$ cat src/rtl/iter_alu_if.sv
// rtl/iter_alu_if.sv - request/response handshake bundle for iter_alu
interface iter_alu_if #(
    parameter int WIDTH = 32
);
    logic             in_valid;
    logic             in_ready;
    logic [3:0]       op;
    logic [2:0]       brop;
    logic [WIDTH-1:0] a;
    logic [WIDTH-1:0] b;
    logic             out_valid;
    logic             out_ready;
    logic [WIDTH-1:0] result;
    logic             branch_enable;

    modport master (
        output in_valid, op, brop, a, b, out_ready,
        input  in_ready, out_valid, result, branch_enable
    );

    modport slave (
        input  in_valid, op, brop, a, b, out_ready,
        output in_ready, out_valid, result, branch_enable
    );
endinterface

$ cat src/rtl/iter_alu.sv
// rtl/iter_alu.sv - handshaked RV32I-style ALU with iterative unsigned mul/div
module iter_alu #(
    parameter int WIDTH = 32
) (
    input  logic       clk,
    input  logic       reset,
    iter_alu_if.slave  bus
);
    localparam int SHAMT_W = $clog2(WIDTH);
    localparam logic [SHAMT_W-1:0] CNT_LAST = SHAMT_W'(WIDTH - 1);

    localparam logic [1:0] ST_IDLE = 2'd0;
    localparam logic [1:0] ST_BUSY = 2'd1;
    localparam logic [1:0] ST_DONE = 2'd2;

    localparam logic [3:0] OP_AND   = 4'd0;
    localparam logic [3:0] OP_OR    = 4'd1;
    localparam logic [3:0] OP_ADD   = 4'd2;
    localparam logic [3:0] OP_SUB   = 4'd3;
    localparam logic [3:0] OP_SLT   = 4'd4;
    localparam logic [3:0] OP_SLTU  = 4'd5;
    localparam logic [3:0] OP_SRL   = 4'd6;
    localparam logic [3:0] OP_SRA   = 4'd7;
    localparam logic [3:0] OP_SLL   = 4'd8;
    localparam logic [3:0] OP_XOR   = 4'd9;
    localparam logic [3:0] OP_PASSA = 4'd10;
    localparam logic [3:0] OP_ANDN  = 4'd11;
    localparam logic [3:0] OP_MUL   = 4'd12;
    localparam logic [3:0] OP_MULHU = 4'd13;
    localparam logic [3:0] OP_DIVU  = 4'd14;
    localparam logic [3:0] OP_REMU  = 4'd15;

    localparam logic [2:0] BR_BEQ  = 3'd1;
    localparam logic [2:0] BR_BNE  = 3'd2;
    localparam logic [2:0] BR_BLT  = 3'd3;
    localparam logic [2:0] BR_BGE  = 3'd4;
    localparam logic [2:0] BR_BLTU = 3'd5;
    localparam logic [2:0] BR_BGEU = 3'd6;

    logic [1:0]         state_q, state_d;
    logic [3:0]         op_q, op_d;
    logic [WIDTH-1:0]   opnd_q, opnd_d;
    logic [2*WIDTH-1:0] acc_q, acc_d;
    logic [SHAMT_W-1:0] cnt_q, cnt_d;
    logic [WIDTH-1:0]   result_q, result_d;
    logic               br_q, br_d;

    logic               in_ready;
    logic               accept;
    logic [SHAMT_W-1:0] shamt;
    logic               lt_s, lt_u, b_zero;
    logic [WIDTH-1:0]   alu_res;
    logic               br_calc;
    logic               single_cycle;
    logic               is_mul_in, is_mul_q;

    assign in_ready = !reset && ((state_q == ST_IDLE) ||
                                 ((state_q == ST_DONE) && bus.out_ready));
    assign accept   = bus.in_valid && in_ready;

    assign bus.in_ready      = in_ready;
    assign bus.out_valid     = (state_q == ST_DONE);
    assign bus.result        = result_q;
    assign bus.branch_enable = br_q;

    assign shamt  = bus.b[SHAMT_W-1:0];
    assign lt_s   = $signed(bus.a) < $signed(bus.b);
    assign lt_u   = bus.a < bus.b;
    assign b_zero = (bus.b == '0);

    assign is_mul_in    = (bus.op == OP_MUL) || (bus.op == OP_MULHU);
    assign is_mul_q     = (op_q == OP_MUL) || (op_q == OP_MULHU);
    // Divide-by-zero has a defined answer, so it completes like a plain ALU op.
    assign single_cycle = (bus.op < OP_MUL) ||
                          (((bus.op == OP_DIVU) || (bus.op == OP_REMU)) && b_zero);

    always_comb begin
        alu_res = '0;
        case (bus.op)
            OP_AND:   alu_res = bus.a & bus.b;
            OP_OR:    alu_res = bus.a | bus.b;
            OP_ADD:   alu_res = bus.a + bus.b;
            OP_SUB:   alu_res = bus.a - bus.b;
            OP_SLT:   alu_res = {{(WIDTH-1){1'b0}}, lt_s};
            OP_SLTU:  alu_res = {{(WIDTH-1){1'b0}}, lt_u};
            OP_SRL:   alu_res = bus.a >> shamt;
            OP_SRA:   alu_res = $unsigned($signed(bus.a) >>> shamt);
            OP_SLL:   alu_res = bus.a << shamt;
            OP_XOR:   alu_res = bus.a ^ bus.b;
            OP_PASSA: alu_res = bus.a;
            OP_ANDN:  alu_res = ~bus.a & bus.b;
            OP_DIVU:  alu_res = '1;
            OP_REMU:  alu_res = bus.a;
            default:  alu_res = '0;
        endcase
    end

    always_comb begin
        br_calc = 1'b0;
        case (bus.brop)
            BR_BEQ:  br_calc = (bus.a == bus.b);
            BR_BNE:  br_calc = (bus.a != bus.b);
            BR_BLT:  br_calc = lt_s;
            BR_BGE:  br_calc = !lt_s;
            BR_BLTU: br_calc = lt_u;
            BR_BGEU: br_calc = !lt_u;
            default: br_calc = 1'b0;
        endcase
    end

    // Multiply: acc = {partial_high, remaining_multiplier}, shifted right each step.
    logic [WIDTH:0]     mul_sum;
    logic [2*WIDTH-1:0] mul_next;
    // Divide: acc = {remainder, remaining_dividend/quotient}, shifted left each step.
    logic [WIDTH:0]     rem_sh, rem_diff;
    logic               q_bit;
    logic [WIDTH-1:0]   rem_new;
    logic [2*WIDTH-1:0] div_next;
    logic [2*WIDTH-1:0] step_next;

    always_comb begin
        mul_sum  = {1'b0, acc_q[2*WIDTH-1:WIDTH]} + {1'b0, opnd_q};
        mul_next = acc_q[0] ? {mul_sum, acc_q[WIDTH-1:1]}
                            : {1'b0, acc_q[2*WIDTH-1:1]};

        rem_sh   = {acc_q[2*WIDTH-1:WIDTH], acc_q[WIDTH-1]};
        rem_diff = rem_sh - {1'b0, opnd_q};
        q_bit    = !rem_diff[WIDTH];
        rem_new  = q_bit ? rem_diff[WIDTH-1:0] : rem_sh[WIDTH-1:0];
        div_next = {rem_new, acc_q[WIDTH-2:0], q_bit};

        step_next = is_mul_q ? mul_next : div_next;
    end

    always_comb begin
        state_d  = state_q;
        op_d     = op_q;
        opnd_d   = opnd_q;
        acc_d    = acc_q;
        cnt_d    = cnt_q;
        result_d = result_q;
        br_d     = br_q;

        case (state_q)
            ST_IDLE: ;
            ST_BUSY: begin
                acc_d = step_next;
                cnt_d = cnt_q + 1'b1;
                if (cnt_q == CNT_LAST) begin
                    cnt_d   = '0;
                    state_d = ST_DONE;
                    case (op_q)
                        OP_MUL:   result_d = step_next[WIDTH-1:0];
                        OP_MULHU: result_d = step_next[2*WIDTH-1:WIDTH];
                        OP_DIVU:  result_d = step_next[WIDTH-1:0];
                        default:  result_d = step_next[2*WIDTH-1:WIDTH];
                    endcase
                end
            end
            ST_DONE: begin
                if (bus.out_ready) begin
                    state_d = ST_IDLE;
                end
            end
            default: state_d = ST_IDLE;
        endcase

        if (accept) begin
            op_d = bus.op;
            br_d = br_calc;
            if (single_cycle) begin
                result_d = alu_res;
                state_d  = ST_DONE;
            end else begin
                state_d = ST_BUSY;
                cnt_d   = '0;
                opnd_d  = is_mul_in ? bus.a : bus.b;
                acc_d   = is_mul_in ? {{WIDTH{1'b0}}, bus.b} : {{WIDTH{1'b0}}, bus.a};
            end
        end
    end

    always_ff @(posedge clk) begin
        if (reset) begin
            state_q  <= ST_IDLE;
            op_q     <= '0;
            opnd_q   <= '0;
            acc_q    <= '0;
            cnt_q    <= '0;
            result_q <= '0;
            br_q     <= 1'b0;
        end else begin
            state_q  <= state_d;
            op_q     <= op_d;
            opnd_q   <= opnd_d;
            acc_q    <= acc_d;
            cnt_q    <= cnt_d;
            result_q <= result_d;
            br_q     <= br_d;
        end
    end
endmodule

$ cat src/flat_wrapper.sv
// flat-port wrapper written by rule: the top's interface ports become plain ports
module iter_alu_flat 
#(
    parameter int WIDTH = 32
)
  (clk, reset, bus_in_valid, bus_op, bus_brop, bus_a, bus_b, bus_out_ready, bus_in_ready, bus_out_valid, bus_result, bus_branch_enable);
  iter_alu_if #(.WIDTH(WIDTH)) bus_i ();
  input  logic clk;
  input  logic reset;
  input wire logic [$bits(bus_i.in_valid)-1:0] bus_in_valid;
  input wire logic [$bits(bus_i.op)-1:0] bus_op;
  input wire logic [$bits(bus_i.brop)-1:0] bus_brop;
  input wire logic [$bits(bus_i.a)-1:0] bus_a;
  input wire logic [$bits(bus_i.b)-1:0] bus_b;
  input wire logic [$bits(bus_i.out_ready)-1:0] bus_out_ready;
  output wire logic [$bits(bus_i.in_ready)-1:0] bus_in_ready;
  output wire logic [$bits(bus_i.out_valid)-1:0] bus_out_valid;
  output wire logic [$bits(bus_i.result)-1:0] bus_result;
  output wire logic [$bits(bus_i.branch_enable)-1:0] bus_branch_enable;
  assign bus_i.in_valid = bus_in_valid;
  assign bus_i.op = bus_op;
  assign bus_i.brop = bus_brop;
  assign bus_i.a = bus_a;
  assign bus_i.b = bus_b;
  assign bus_i.out_ready = bus_out_ready;
  assign bus_in_ready = bus_i.in_ready;
  assign bus_out_valid = bus_i.out_valid;
  assign bus_result = bus_i.result;
  assign bus_branch_enable = bus_i.branch_enable;
  iter_alu #(.WIDTH(WIDTH)) u_core (.clk(clk), .reset(reset), .bus(bus_i));
endmodule
$ cat config.mk
export PLATFORM = sky130hd
export DESIGN_NAME = iter_alu_flat
export DESIGN_NICKNAME = d
export VERILOG_FILES = /design/src/rtl/iter_alu_if.sv /design/src/rtl/iter_alu.sv /design/src/flat_wrapper.sv
export SDC_FILE = /design/constraint.sdc
export NUM_CORES = 1
export LEC_CHECK = 0
export ABC_CLOCK_PERIOD_IN_PS = 5000
export CORE_ASPECT_RATIO = 0.5
export CORE_MARGIN = 5
export CORE_UTILIZATION = 30
export DETAILED_ROUTE_END_ITERATION = 8
export DONT_BUFFER_PORTS = 1
export PLACE_DENSITY = 0.45
export RECOVER_POWER = 100
export SETUP_SLACK_MARGIN = 0.5
export SYNTH_ARGS = -nofsm -noshare
export SYNTH_HDL_FRONTEND = slang
export SYNTH_SLANG_ARGS = --single-unit
$ cat constraint.sdc
create_clock -name clk -period 5 [get_ports clk]
set_input_delay 0.75 -clock clk [delete_from_list [all_inputs] [get_ports clk]]
set_output_delay 0.75 -clock clk [all_outputs]
set_load 0.01 [all_outputs]
==> Word level (Yosys, flattened, before mapping) <==
Index checks and enable logic that the tools add are counted.
{ "totals": {"output_inout_bits": 35, "word_cells": 100, "in_bits": 75, "regBits": 140} }
{ "op_classes": {"n_eq_ne": 32, "addsub": 5, "reduce_logical": 20, "n_bitwise": 6, "order_cmp": 3, "n_mux": 24, "shift": 3} }
{ "ops": {"columns": ["op", "count"], "rows": [
  ["one-hot mux 32 bit (13 select lines)", 1],
  ["two-way mux 64 bit", 5],
  ["two-way mux 32 bit", 8],
  ["AND 32 bit", 2],
  ["less-than comparator 32 bit", 2],
  ["equality test 4 bit (second input constant)", 11],
  ["adder 32 x 32 -> 33 bit", 1],
  ["subtractor 33 x 32 -> 33 bit", 1],
  ["adder 32 bit", 1],
  ["equality test 32 bit", 1],
  ["logical NOT 32 bit", 1],
  ["inequality test 32 bit", 1],
  ["NOT 32 bit", 1],
  ["bitwise OR 32 bit", 1],
  ["left shift 32 x 5 -> 32 bit", 1],
  ["right shift 32 x 5 -> 32 bit", 1],
  [">>> shifter 32 x 5 -> 32 bit", 1],
  ["subtractor 32 bit", 1],
  ["bitwise XOR 32 bit", 1],
  ["two-way mux 5 bit", 4],
  ["equality test 4 x 3 -> 1 bit (second input constant)", 4],
  ["equality test 3 bit (second input constant)", 3],
  ["equality test 4 x 2 -> 1 bit (second input constant)", 2],
  ["two-way mux 2 bit", 4],
  ["other kinds (22)", 34]
]} }

==> Depth between registers and ports, before layout <==
{ "depth": {"word_depth": 8, "mapped_depth": 17} }

==> Worst setup path before layout <==
OpenSTA, ideal clock, no wires.
{ "synth_timing": {"path_type": "in2reg", "startpoint": "input port bus_b[2]", "endpoint": "register u_core.result_q[27], in the netlist u_core.bus.result[27]", "setup_time_ns": 0.103, "n_path_buf": 4, "arrival_ns": 4.517, "cell_stages": 16, "required_ns": 4.897, "slack_ns": 0.379, "path_cell_list": "inv_2 -> buf_1 -> clkbuf_1 -> clkbuf_1 -> ha_1 -> clkbuf_1 -> nor3_1 -> o311ai_1 -> a41oi_2 -> o2111ai_1 -> a2111o_1 -> a311oi_1 -> o22ai_1 -> xnor2_1 -> a21oi_1 -> a2111oi_2"} }
{ "synth_via": {"elab_chain_len": 5, "word_cells_on_any_way": 11} }
{ "synth_rtl": {"columns": ["element", "line", "text"], "rows": [
  ["from (decl)", "flat_wrapper.sv:14", "input wire logic [$bits(bus_i.b)-1:0] bus_b;"],
  ["parallel branches: the longest is 3 deep, another holds subtractor 32 bit", null, null],
  ["two-way mux 32 bit (*)", "iter_alu.sv:171", "if (single_cycle) begin"],
  ["two-way mux 32 bit (*)", "iter_alu.sv:168", "if (accept) begin"],
  ["to (signal assigned)", "iter_alu.sv:198", "result_q <= result_d;"],
  ["to (decl)", "iter_alu.sv:45", "logic [WIDTH-1:0] result_q, result_d;"]
]} }
Every way passes the cells marked *.
A chain may end at the register's enable or synchronous reset.

==> Worst setup path after layout <==
{ "layout_timing": {"startpoint": "input port bus_b[6]", "endpoint": "register u_core.br_q, in the netlist u_core.bus.branch_enable"} }
{ "layout_via": {"elab_chain_len": 3, "word_cells_on_any_way": 7} }
{ "layout_rtl": {"columns": ["element", "line", "text"], "rows": [
  ["less-than comparator 32 bit (on tied branches)", "iter_alu.sv:68, iter_alu.sv:67", null],
  ["logical NOT 1 bit (on tied branches)", "iter_alu.sv:106, iter_alu.sv:104", null],
  ["one-hot mux 1 bit (6 select lines) (*)", "iter_alu.sv:100", "case (bus.brop)"],
  ["to (signal assigned)", "iter_alu.sv:199", "br_q <= br_d;"],
  ["to (decl)", "iter_alu.sv:46", "logic br_q, br_d;"]
]} }
Mark *: on every way between the ends. The rest lies on a longest branch, timed or not.

==> run_results.csv <==
group,metric,value,unit
status,outcome,"complete, but fails checks",
status,failed_checks,"capacitance limit, slew limit",
synthesis,synth_nets,3121,
power_and_ir_drop,combPwrFrac,45.7,%
clock_network,postCtsHoldBufs,0,
floorplanning,dieArea,72500,µm²
worst_setup_path,critical_path.cell_chain,"inv_1, ha_1, nor4_4, o21ai_0, nand4_1, a21oi_1, buf_4, o311ai_2, a31oi_1, o21ai_0, mux2_1, mux2i_1, a41o_1",
floorplanning,ios,110,
final_layout,nets,2952,
power_and_ir_drop,p_sw_share,41.2,%
detailed_routing,dr.pass1.iters,7,
floorplanning,die_y,193,µm
sta,min_period_over_period,90.6,%
floorplanning,coreArea,66600,µm²
sta,tightest_slew,1.50,ns
synthesis,ys_ff_latch,140,
sta,max_freq,0.221,GHz
power_and_ir_drop,ir_drop,184,µV
power_and_ir_drop,seqPwrFrac,26.4,%
sta,hold_viol_final,0,
worst_setup_path,crit_arrival,4.91,ns
sta,finalSetupTns,0,ns
final_layout,antennaDiodeCount,0,
global_routing,grt_pass1_vias,20163,
global_routing,grt_max_degree,94,
synthesis,yosysUniqueCellTypes,90,
placed_design,gp_congestion,0.993,
synthesis,synth-edff-count,0,
clock_network,root_buffer,"clkbuf_16",
synthesis,synth_area,20100,µm²
detailed_routing,via_count,22240,
sta,maxSlewViolCount,1,
global_routing,track_usage,26.4,%
synthesis,synthCells,2877,
worst_setup_path,worst_setup_path_end_kind,"register",
clock_network,cts_buffers,17,
sta,min_period,4.53,ns
detailed_routing,drc,0,
flow_run,drv_cap,1,
power_and_ir_drop,p_leak,8.19,nW
final_layout,most-common-layout-cells,"nor2_1 (378), a21oi_1 (361), nand2_1 (251)",
power_and_ir_drop,p_per_area,225,nW/µm²
floorplanning,start_util,30.1,%
placed_design,hpwl,76500,µm
final_layout,area_delta_synth_final,5.89,%
power_and_ir_drop,p_switching,0.00197,W
worst_setup_path,startpoint_type,"input port",
sta,finalSetupViolCount,0,
detailed_routing,drt_iter0_markers,2712,
synthesis,synth_async_sr_flop_share,0,%
final_layout,postLayoutCellArea,21200,µm²
clock_network,ctsHtreeMaxLevel,4,
final_layout,drive_gt1_share,6.66,%
hold_path,hold_path_class,"in2reg",
placed_design,port_buffers,0,
global_routing,grt_remaining_overflow,0,
power_and_ir_drop,pwr-share-clk,27.9,%
sta,slew_headroom,-0.855,%
sta,rsz0062_at_grt,"false",
clock_network,clk_pin_slew,0.06,ns
clock_network,clock-sinks,140,
power_and_ir_drop,internal_power,0.00281,W
placed_design,place_area,20700,µm²
worst_setup_path,crit_top_cell,"o21ai_0",
worst_setup_path,required,5.38,ns
detailed_routing,wl_per_cell,27.5,µm
synthesis,ys.warnings.count,0,
global_routing,antenna_found_initial,4,
global_routing,grt_pass1_wl,143000,µm
synthesis,ys.flop_type,"dfxtp_1",
floorplanning,num_rows,67,
worst_setup_path,slowest_delay,1.18,ns
synthesis,synth_sequential_area_ratio,14.0,%
sta,clock_skew,0.00838,ns
clock_network,cts_max_path_buffers,2,
clock_network,cts_tree,"yes",
floorplanning,die_x,376,µm
detailed_routing,viasPerCell,6.15,
synthesis,syn_avg_cell_area,6.97,µm²
final_layout,final_common_cell,"nor2_1",
detailed_routing,routed_wl,99500,µm
worst_setup_path,critPathMaxFanout,10,
worst_setup_path,worstSetupPathType,"in2reg",
detailed_routing,ant_nets,0,
worst_setup_path,slowest_stage,"o21ai_0",
clock_network,insertion_delay,0.43,ns
-- flip-flops by register name, summed over array words and instances, names as in the netlist --
signal	count
u_core.acc_q	64
u_core.cnt_q	5
u_core.bus.branch_enable	1
u_core.opnd_q	32
u_core.op_q	4
u_core.state_q	2
u_core.bus.result	32
-- power groups by stage --
stage	clock network, W	logic [W]	registers (W)
2_1_floorplan	0	0.00158	0.00124
3_3_place_gp	0	0.00213	0.00129
3_5_place_dp	0	0.00211	0.00129
4_1_cts	0.00136	0.00214	0.00126
5_1_grt	0.00140	0.00235	0.00127
6_report	0.00134	0.00219	0.00126
-- final timing paths --
check	from	endpoint	slack, ns	cells after the start
max	bus_b[6]	u_core.bus.branch_enable$_SDFFE_PP0P_	0.47	13
min	reset	u_core.state_q[1]$_SDFFE_PP0P_	0.39	1
max reg2reg	u_core.acc_q[31]$_SDFF_PP0_	u_core.bus.result[14]$_SDFF_PP0_	0.58	15
min reg2reg	u_core.op_q[3]$_SDFFE_PP0P_	u_core.op_q[3]$_SDFFE_PP0P_	0.46	2
-- kinds of logic after synthesis --
family | count (synthesis) | synth area share [%]
compound gates | 1037 | 33.1
simple gates | 916 | 20.2
fa+ha+maj | 169 | 10.7
flops | 140 | 14.0
buf+inv | 383 | 7.45
mux | 151 | 11.1
xor+xnor | 81 | 3.54
-- per-stage QoR --
stage	hold WS, ns	worst slack (ns)	std cells	total power (W)	util (%)
floorplan	0.434	0.515	2877	0.00282	-
global placement	0.445	0.554	3585	0.00342	31.1
detailed placement	0.449	0.525	3585	0.00340	31.1
CTS	0.372	0.639	3616	0.00476	32.0
global route	0.373	0.303	3616	0.00501	31.9
finish	0.389	0.472	3616	0.00479	31.9
-- area by class of cell --
| cell class | count | area [µm²] |
|---|---|---|
| Clock buffer | 24 | 502 |
| Inverter | 141 | 529 |
| Timing Repair Buffer | 53 | 407 |
| Sequential cell | 140 | 2800 |
| Tap cell | 897 | 1120 |
| Clock inverter | 6 | 109 |
| Multi-Input combinational cell | 2355 | 15800 |
| Fill cell | 7387 | 45300 |
-- synth_stat cells, types with 14 or more instances --
cell / number / share of area, %
nor3_1: 57 / 1.4
a22oi_1: 14 / 0.52
nor2_1: 379 / 7.1
and3_1: 14 / 0.44
buf_2: 19 / 0.47
a311oi_1: 15 / 0.65
a21o_1: 33 / 1.2
a21oi_1: 361 / 9.0
xor2_1: 26 / 1.1
inv_1: 137 / 2.6
xnor2_1: 55 / 2.4
clkbuf_1: 197 / 3.7
nor2b_1: 25 / 0.78
nand3_1: 67 / 1.7
mux4_2: 56 / 6.3
dfxtp_1: 140 / 14
mux2i_1: 89 / 4.4
o21a_1: 22 / 0.82
ha_1: 165 / 10
buf_1: 19 / 0.36
nor4_1: 24 / 0.75
o211ai_1: 38 / 1.4
a31oi_1: 42 / 1.3
nand4_1: 19 / 0.59
o31ai_1: 18 / 0.67
o221ai_1: 16 / 0.70
o21ai_0: 194 / 4.8
a211oi_1: 127 / 4.8
nand2b_1: 14 / 0.44
nand2_1: 251 / 4.7
-- worst max-delay path, delay by kind of cell --
family,cells,cell delay [ns]
AND/OR/NAND/NOR,2,0.54
AO/OA/AOI/OAI,6,2.38
multiplexers,2,0.54
buffers and inverters,2,0.23
adder cells (fa/ha/maj),1,0.45
-- routing by layer --
metal / vias to the layer above / routed length, µm / global-route usage [%]
met5: - / 54 / 0
met4: 8 / 3580 / 8.73
met3: 163 / 11300 / 8.68
met2: 1111 / 40600 / 39.0
met1: 10731 / 43900 / 36.1
li1: 10227 / - / -
-- repair_timing --
item,4_1_cts,5_1_grt
endpoints found under the setup margin,2,7
cloned,1,0
gates resized for setup,0,1
buffers inserted,0,0
(Power assumes the default switching activity.)
